<file path="src/rtl/fp_div_writeback_stage.sv">
// fp_div_writeback_stage
//   Writeback stage behind the FP32 divider. Each incoming quotient has its
//   division special cases resolved: 0/0 becomes a canonical NaN and x/0
//   becomes a signed infinity. The quotient is then queued together with its
//   destination register tag. Entries drain to the FP register-file write
//   port over a valid/ready handshake. The stage also keeps the sticky
//   fflags for fcsr.
//
// Ports
//   CLK, RST              clock (rising edge), asynchronous active-high reset
//   InValid / InReady     divider handshake; InReady = (count != DEPTH)
//   Result, DZF, ZeroFlag raw quotient, divisor-zero, dividend-zero
//   InRd                  destination FP register index
//   Flush                 discards all buffered entries
//   WrValid / WrReady     register-file handshake; WrValid = (count != 0)
//   WrData, WrRd          head entry value and destination
//   FflagsWe, FflagsWData CSR write of fflags {NV,DZ,OF,UF,NX}
//   Fflags                sticky flags {NV,DZ,OF,UF,NX}
module fp_div_writeback_stage #(
  parameter int          DEPTH     = 2,
  parameter logic [31:0] CANON_NAN = 32'h7FC00000
) (
  input  logic        CLK,
  input  logic        RST,
  input  logic        InValid,
  output logic        InReady,
  input  logic [31:0] Result,
  input  logic        DZF,
  input  logic        ZeroFlag,
  input  logic [4:0]  InRd,
  input  logic        Flush,
  output logic        WrValid,
  input  logic        WrReady,
  output logic [31:0] WrData,
  output logic [4:0]  WrRd,
  input  logic        FflagsWe,
  input  logic [4:0]  FflagsWData,
  output logic [4:0]  Fflags
);

  localparam int DATA_W = 32;
  localparam int PTR_W  = (DEPTH > 1) ? $clog2(DEPTH) : 1;
  localparam int CNT_W  = PTR_W + 1;
  localparam logic [CNT_W-1:0] FULL_CNT = CNT_W'(DEPTH);

  // 0/0 gives the canonical NaN; x/0 gives infinity carrying the quotient sign.
  function automatic logic [DATA_W-1:0] resolve_data(input logic [DATA_W-1:0] res,
                                                     input logic dzf, input logic zf);
    if (dzf && zf)
      return CANON_NAN;
    else if (dzf)
      return {res[31], 8'hFF, 23'h0};
    else
      return res;
  endfunction

  function automatic logic [4:0] resolve_flags(input logic dzf, input logic zf);
    if (dzf && zf)
      return 5'b10000;
    else if (dzf)
      return 5'b01000;
    else
      return 5'b00000;
  endfunction

  logic [DATA_W-1:0] mem_data [DEPTH];
  logic [4:0]        mem_rd   [DEPTH];
  logic [PTR_W-1:0]  wptr;
  logic [PTR_W-1:0]  rptr;
  logic [CNT_W-1:0]  count;
  logic              push;
  logic              pop;
  logic [DATA_W-1:0] res_data_p0;
  logic [4:0]        res_flags_p0;

  assign InReady = (count != FULL_CNT);
  assign WrValid = (count != '0);
  assign push    = InValid && InReady && !Flush;
  assign pop     = WrValid && WrReady && !Flush;

  assign res_data_p0  = resolve_data(Result, DZF, ZeroFlag);
  assign res_flags_p0 = resolve_flags(DZF, ZeroFlag);

  // ---- stage boundary: resolved quotient enters storage ----
  always_ff @(posedge CLK) begin
    if (push) begin
      mem_data[wptr] <= res_data_p0;
      mem_rd[wptr]   <= InRd;
    end
  end

  always_ff @(posedge CLK or posedge RST) begin
    if (RST) begin
      wptr  <= '0;
      rptr  <= '0;
      count <= '0;
    end else if (Flush) begin
      wptr  <= '0;
      rptr  <= '0;
      count <= '0;
    end else begin
      if (push)
        wptr <= wptr + 1'b1;
      if (pop)
        rptr <= rptr + 1'b1;
      if (push && !pop)
        count <= count + 1'b1;
      else if (pop && !push)
        count <= count - 1'b1;
    end
  end

  // Flags accumulate at push time, so a flushed entry still keeps its flags.
  // Pushes are already blocked during a flush.
  always_ff @(posedge CLK or posedge RST) begin
    if (RST)
      Fflags <= 5'b0;
    else
      Fflags <= (FflagsWe ? FflagsWData : Fflags) | (push ? res_flags_p0 : 5'b0);
  end

  // ---- stage boundary: head entry to register-file write port ----
  // When the queue is empty the head is forced to zero. This also makes reset
  // zero the head without resetting storage.
  assign WrData = WrValid ? mem_data[rptr] : '0;
  assign WrRd   = WrValid ? mem_rd[rptr]   : '0;

endmodule
</file>
<file path="config.mk">
export PLATFORM = sky130hd
export DESIGN_NAME = fp_div_writeback_stage
export DESIGN_NICKNAME = d
export VERILOG_FILES = /design/src/rtl/fp_div_writeback_stage.sv
export SDC_FILE = /design/constraint.sdc
export NUM_CORES = 1
export LEC_CHECK = 0
export ABC_AREA = 1
export CORE_ASPECT_RATIO = 0.7
export CORE_MARGIN = 2
export CORE_UTILIZATION = 45
export DETAILED_ROUTE_END_ITERATION = 10
export PLACE_DENSITY = 0.72
export SLEW_MARGIN = 5
export SYNTH_ARGS = -nofsm -noshare
export SYNTH_HDL_FRONTEND = slang
export SYNTH_SLANG_ARGS = --single-unit
export TNS_END_PERCENT = 1
</file>
<file path="constraint.sdc">
create_clock -name CLK -period 5.5 [get_ports CLK]
set_clock_uncertainty 0.15 [all_clocks]
set_input_delay 1.65 -clock CLK [delete_from_list [all_inputs] [get_ports CLK]]
set_output_delay 1.65 -clock CLK [all_outputs]
set_load 0.02 [all_outputs]
</file>
# ---- Word level (Yosys, flattened, before mapping)
# Memory sizes are Yosys's and may differ from the RTL's.
# Cells that the tools add are included.
dict set report totals {
  ff_bits 9
  out_inout_bits 44
  inputBits 50
  mem_bits_rw 74
  n_memories 2
  wordCells 43
}
dict set report op_classes {
  add_sub_neg 4
  bitwise_logic 1
  n_mux 17
  n_reduce_logical 14
  n_eq_ne 1
}
# memory words width read_ports rd_ports_with_merged_regs write_ports line_no
set mem_list {}
lappend mem_list {mem_data 2 32 1 0 1 66} ;# logic [DATA_W-1:0] mem_data [DEPTH];
lappend mem_list {mem_rd 2 5 1 0 1 67} ;# logic [4:0] mem_rd [DEPTH];
# cell n
set ops {}
lappend ops {{32-bit two-way mux} 2}
lappend ops {{31-bit two-way mux} 1}
lappend ops {{5-bit two-way mux} 4}
lappend ops {{1-bit logical AND} 7}
lappend ops {{1-bit two-way mux} 6}
lappend ops {{2-bit two-way mux} 3}
lappend ops {{2-bit nonzero test} 3}
lappend ops {{5-bit OR} 1}
lappend ops {{4-bit two-way mux} 1}
lappend ops {{1-bit zero test} 3}
lappend ops {{3-bit nonzero test} 1}
lappend ops {{1-bit adder (second input constant)} 2}
lappend ops {{2-bit by 1-bit adder with 2-bit output (second input constant)} 1}
lappend ops {{2-bit inequality test (second input constant)} 1}
lappend ops {{2-bit by 1-bit subtractor with 2-bit output (second input constant)} 1}

# ---- Depth between registers and ports, before layout
dict set report logic_depth {
  word_depth 8
  depth_mapped 8
  mapped_depth_nobuf 8
}

# ---- Worst setup path after synthesis
# OpenSTA, ideal clock, no wires.
dict set report synth_path {
  kind {input to register}
  start {input Flush}
  end {memory mem_data[0][0], enable pin}
  setup_slack_ns 1.416
  path_stages 3
  t_arrival_ns 3.503
  required_ns 4.919
  cell_sequence {inv_1 nand3_4 nor2_1}
}
dict set report synth_via {
  elab_chain_cells 4
}
# element line_no
set synth_lines {}
lappend synth_lines {{from (decl)} 31} ;# input logic Flush,
lappend synth_lines {{1-bit zero test} 78} ;# assign push = InValid && InReady && !Flush;
lappend synth_lines {{1-bit logical AND} 78}
lappend synth_lines {{1-bit two-way mux} 86} ;# if (push) begin
lappend synth_lines {{1-bit two-way mux (implied by the code)} 87} ;# mem_data[wptr] <= res_data_p0;
lappend synth_lines {{to (decl)} 66}
# Every way passes these cells.

# ---- Worst setup path in the final report
dict set report layout_path {
  start {register rptr}
  end {output WrData[6]}
}
dict set report layout_via {
  elab_chain_cells 2
}
# element line_no
set layout_lines {}
lappend layout_lines {{from (decl)} 69} ;# logic [PTR_W-1:0] rptr;
lappend layout_lines {{from (signal assigned)} 105} ;# rptr <= rptr + 1'b1;
lappend layout_lines {{memory read 2 x 32 bit} -}
lappend layout_lines {{32-bit two-way mux} 125} ;# assign WrData = WrValid ? mem_data[rptr] : '0;
lappend layout_lines {{to (decl)} 34} ;# output logic [31:0] WrData,
# Every way passes these cells.

==> out/results.ini <==
[outcome]
status = finished clean

[global_routing]
grt_pass1_wl_mm = 11.70
grt.total_usage = 0.1831
grt_overflow_total = 0
antenna_found_initial = 0
grt_pass1_vias = 2399
grt_max_degree = 39

[logic_synthesis]
ys_types = 26
yosys.area.top_type_share = 0.6338
async_flop_share = 0.1084
ys_seq_area_frac = 0.6981
synth_area_leaders = edfxtp_1, nand2_1, dfrtp_1
synth-edff-count = 74
synth-seq-cells = 83
syn-cell-area_mm2 = 0.003506
syn_avg_cell_area_um2 = 11.20
synth.most_common_cell = nand2_1
yosysWarningCount = 0
synth_cells = 313
synth-main-ff-cell = edfxtp_1
yosys.area.top_type = edfxtp_1
yosys-top-cells-count = nand2_1, edfxtp_1, a21oi_1
synth_nets = 363

[timing]
timing.slew.headroom = 0.2153
setup_ws_ps = 1276
hold_slack_ps = 365.5
fin_crit_ps = 4224
tightest_slew_ps = 1173
setup_violations = 0
final.period_utilization = 0.7681
fmax_mhz = 236.7
rsz0062_at_grt = no
drv_slew = 0
fin_setup_tns_ps = 0
final-hold-violation-count = 0

[floorplanning]
fp.dieArea_mm2 = 0.008524
initial_utilization = 0.4727
core_mm2 = 0.007417
core.rowCount = 26
die_h_um = 77.85
io_pins = 94
die_x_um = 109.5

[routing]
wirelength_mm = 7.502
vias = 2497
firstDrtPassIters = 4
ant_nets = 0
dr.first_iter.drc_count = 170
routed_via_density = 4.935
routedWlPerCell_um = 14.83
drc = 0

[setup_path]
path_max_fanout = 22
crit_required_ps = 3700
path_class = flip-flop to primary output
endpoint_kind = primary output
reg2reg_depth = 4
cp.arrival_ps = 2420
crit_path_start_kind = flip-flop

[placed_design]
io_buffers = 93
dpl_worst_slack_ps = 1593
dp_hpwl_mm = 4.758
place_congestion = 0.7821
place_area_mm2 = 0.004503

[worst_hold_path]
holdCritPathClass = flip-flop to flip-flop
hold_depth = 1

[clocking]
cts_setup_buffers = 0
cts_tree = done
cts_made_buffers = 9
clk_latency_ps = 330
cts_max_level = 3
cts_resized = 0
clock_path_buffers = 2
clkSinkCount = 83
postCtsHoldBufs = 0
path_clk_slew_ps = 80
clock-root-buffer = clkbuf_8

[power_and_ir_drop]
switching_share = 0.2915
intPower_w = 0.001235
clockPowerShare = 0.290
combPwrFrac = 0.280
leakage_nw = 1.808
p_per_area_mw_per_mm2 = 368.0
total_power_w = 0.001743
switchingPower_w = 0.0005081
p_seq_frac = 0.431
vdd_ir_drop_max_uv = 176.0

[final_layout]
layout-drive-gt1-share = 0.09559
design_area_mm2 = 0.004737
finalNetCount = 453
diodes = 0
area_growth_pct = 35.12

[run]
drv_cap = 0

[power groups by stage]
stage | clock network [W] | logic [W] | registers, W
2_1_floorplan | 0 | 0.000275 | 0.000765
3_3_place_gp | 0 | 0.000484 | 0.000764
3_5_place_dp | 0 | 0.000489 | 0.000764
4_1_cts | 0.000515 | 0.000493 | 0.000751
5_1_grt | 0.000536 | 0.000530 | 0.000755
6_report | 0.000505 | 0.000487 | 0.000751
[per-stage QoR]
| step | utilization | instances |
|---|---|---|
| floorplan | - | 313 |
| global placement | 0.6071 | 490 |
| detailed placement | 0.6071 | 490 |
| CTS | 0.6387 | 506 |
| global route | 0.6387 | 506 |
| finish | 0.6387 | 506 |
[cell usage in the layout, fill, tap and decap left out, drive strengths merged]
cell           netlist  final
o31ai                1      1
and2                 1      1
clkinv               0      1
edfxtp              74     74
o21ai                1      1
nor2                28     28
or2                  8      8
nand3                2      2
clkdlybuf4s50        0     93
a21oi               40     40
clkinvlp             0      1
buf                 10      2
o221ai               1      1
clkbuf               6     11
bufinv               0      3
mux2i                1      1
mux2                 3      3
inv                 31     31
o21bai               1      1
dfrtp                9      9
o22ai                1      1
nand2               95     95
[flip-flops by register name, summed over array words and instances (netlist names)]
| register | flops |
|---|---|
| mem_data | 64 |
| mem_rd | 10 |
| Fflags | 5 |
| count | 2 |
| rptr | 1 |
| wptr | 1 |
[routing by layer]
metal,routed length (um),vias to the layer above,part of all wire,global-route usage
met1,3419,1169,0.46,0.2566
li1,-,1215,-,-
met5,0,-,0,0
met4,72,0,0.0096,0.04684
met2,3356,105,0.45,0.2790
met3,652,8,0.087,0.05630
[path summary, 6_finish.rpt]
check                      startpoint              end  slack, ps
max                              rptr        WrData[6]       1280
min                         Fflags[1]        Fflags[1]        370
max reg2reg                  count[0]  mem_data[1][27]       3290
min reg2reg                 Fflags[1]        Fflags[1]        370
max in group asynchronous         RST         count[1]       3510
min in group asynchronous         RST        Fflags[0]       1430
[final cells by class]
cell class | count | area [um2]
repair buffers | 95 | 945.9
clock inverters | 5 | 102.6
multi-input cells | 183 | 870.8
flip-flops and latches | 83 | 2447
well taps | 98 | 122.6
fillers | 627 | 2680
inverters | 31 | 116.4
clock buffers | 11 | 131.4
[cells by family after synthesis]
family                 synth area share
AND/OR/NAND/NOR                  0.1613
flip-flops                       0.6981
buffers and inverters           0.05996
AO/OA/AOI/OAI                   0.06817
multiplexers                    0.01249
[worst max-delay path, stage by stage, from the launching register on]
cell and delay [ps]:
dfrtp_1 380, inv_1 390, buf_4 360, nand2_1 80, a21oi_1 220, clkdlybuf4s50_1 650
Power figures use the tool's default switching activity.
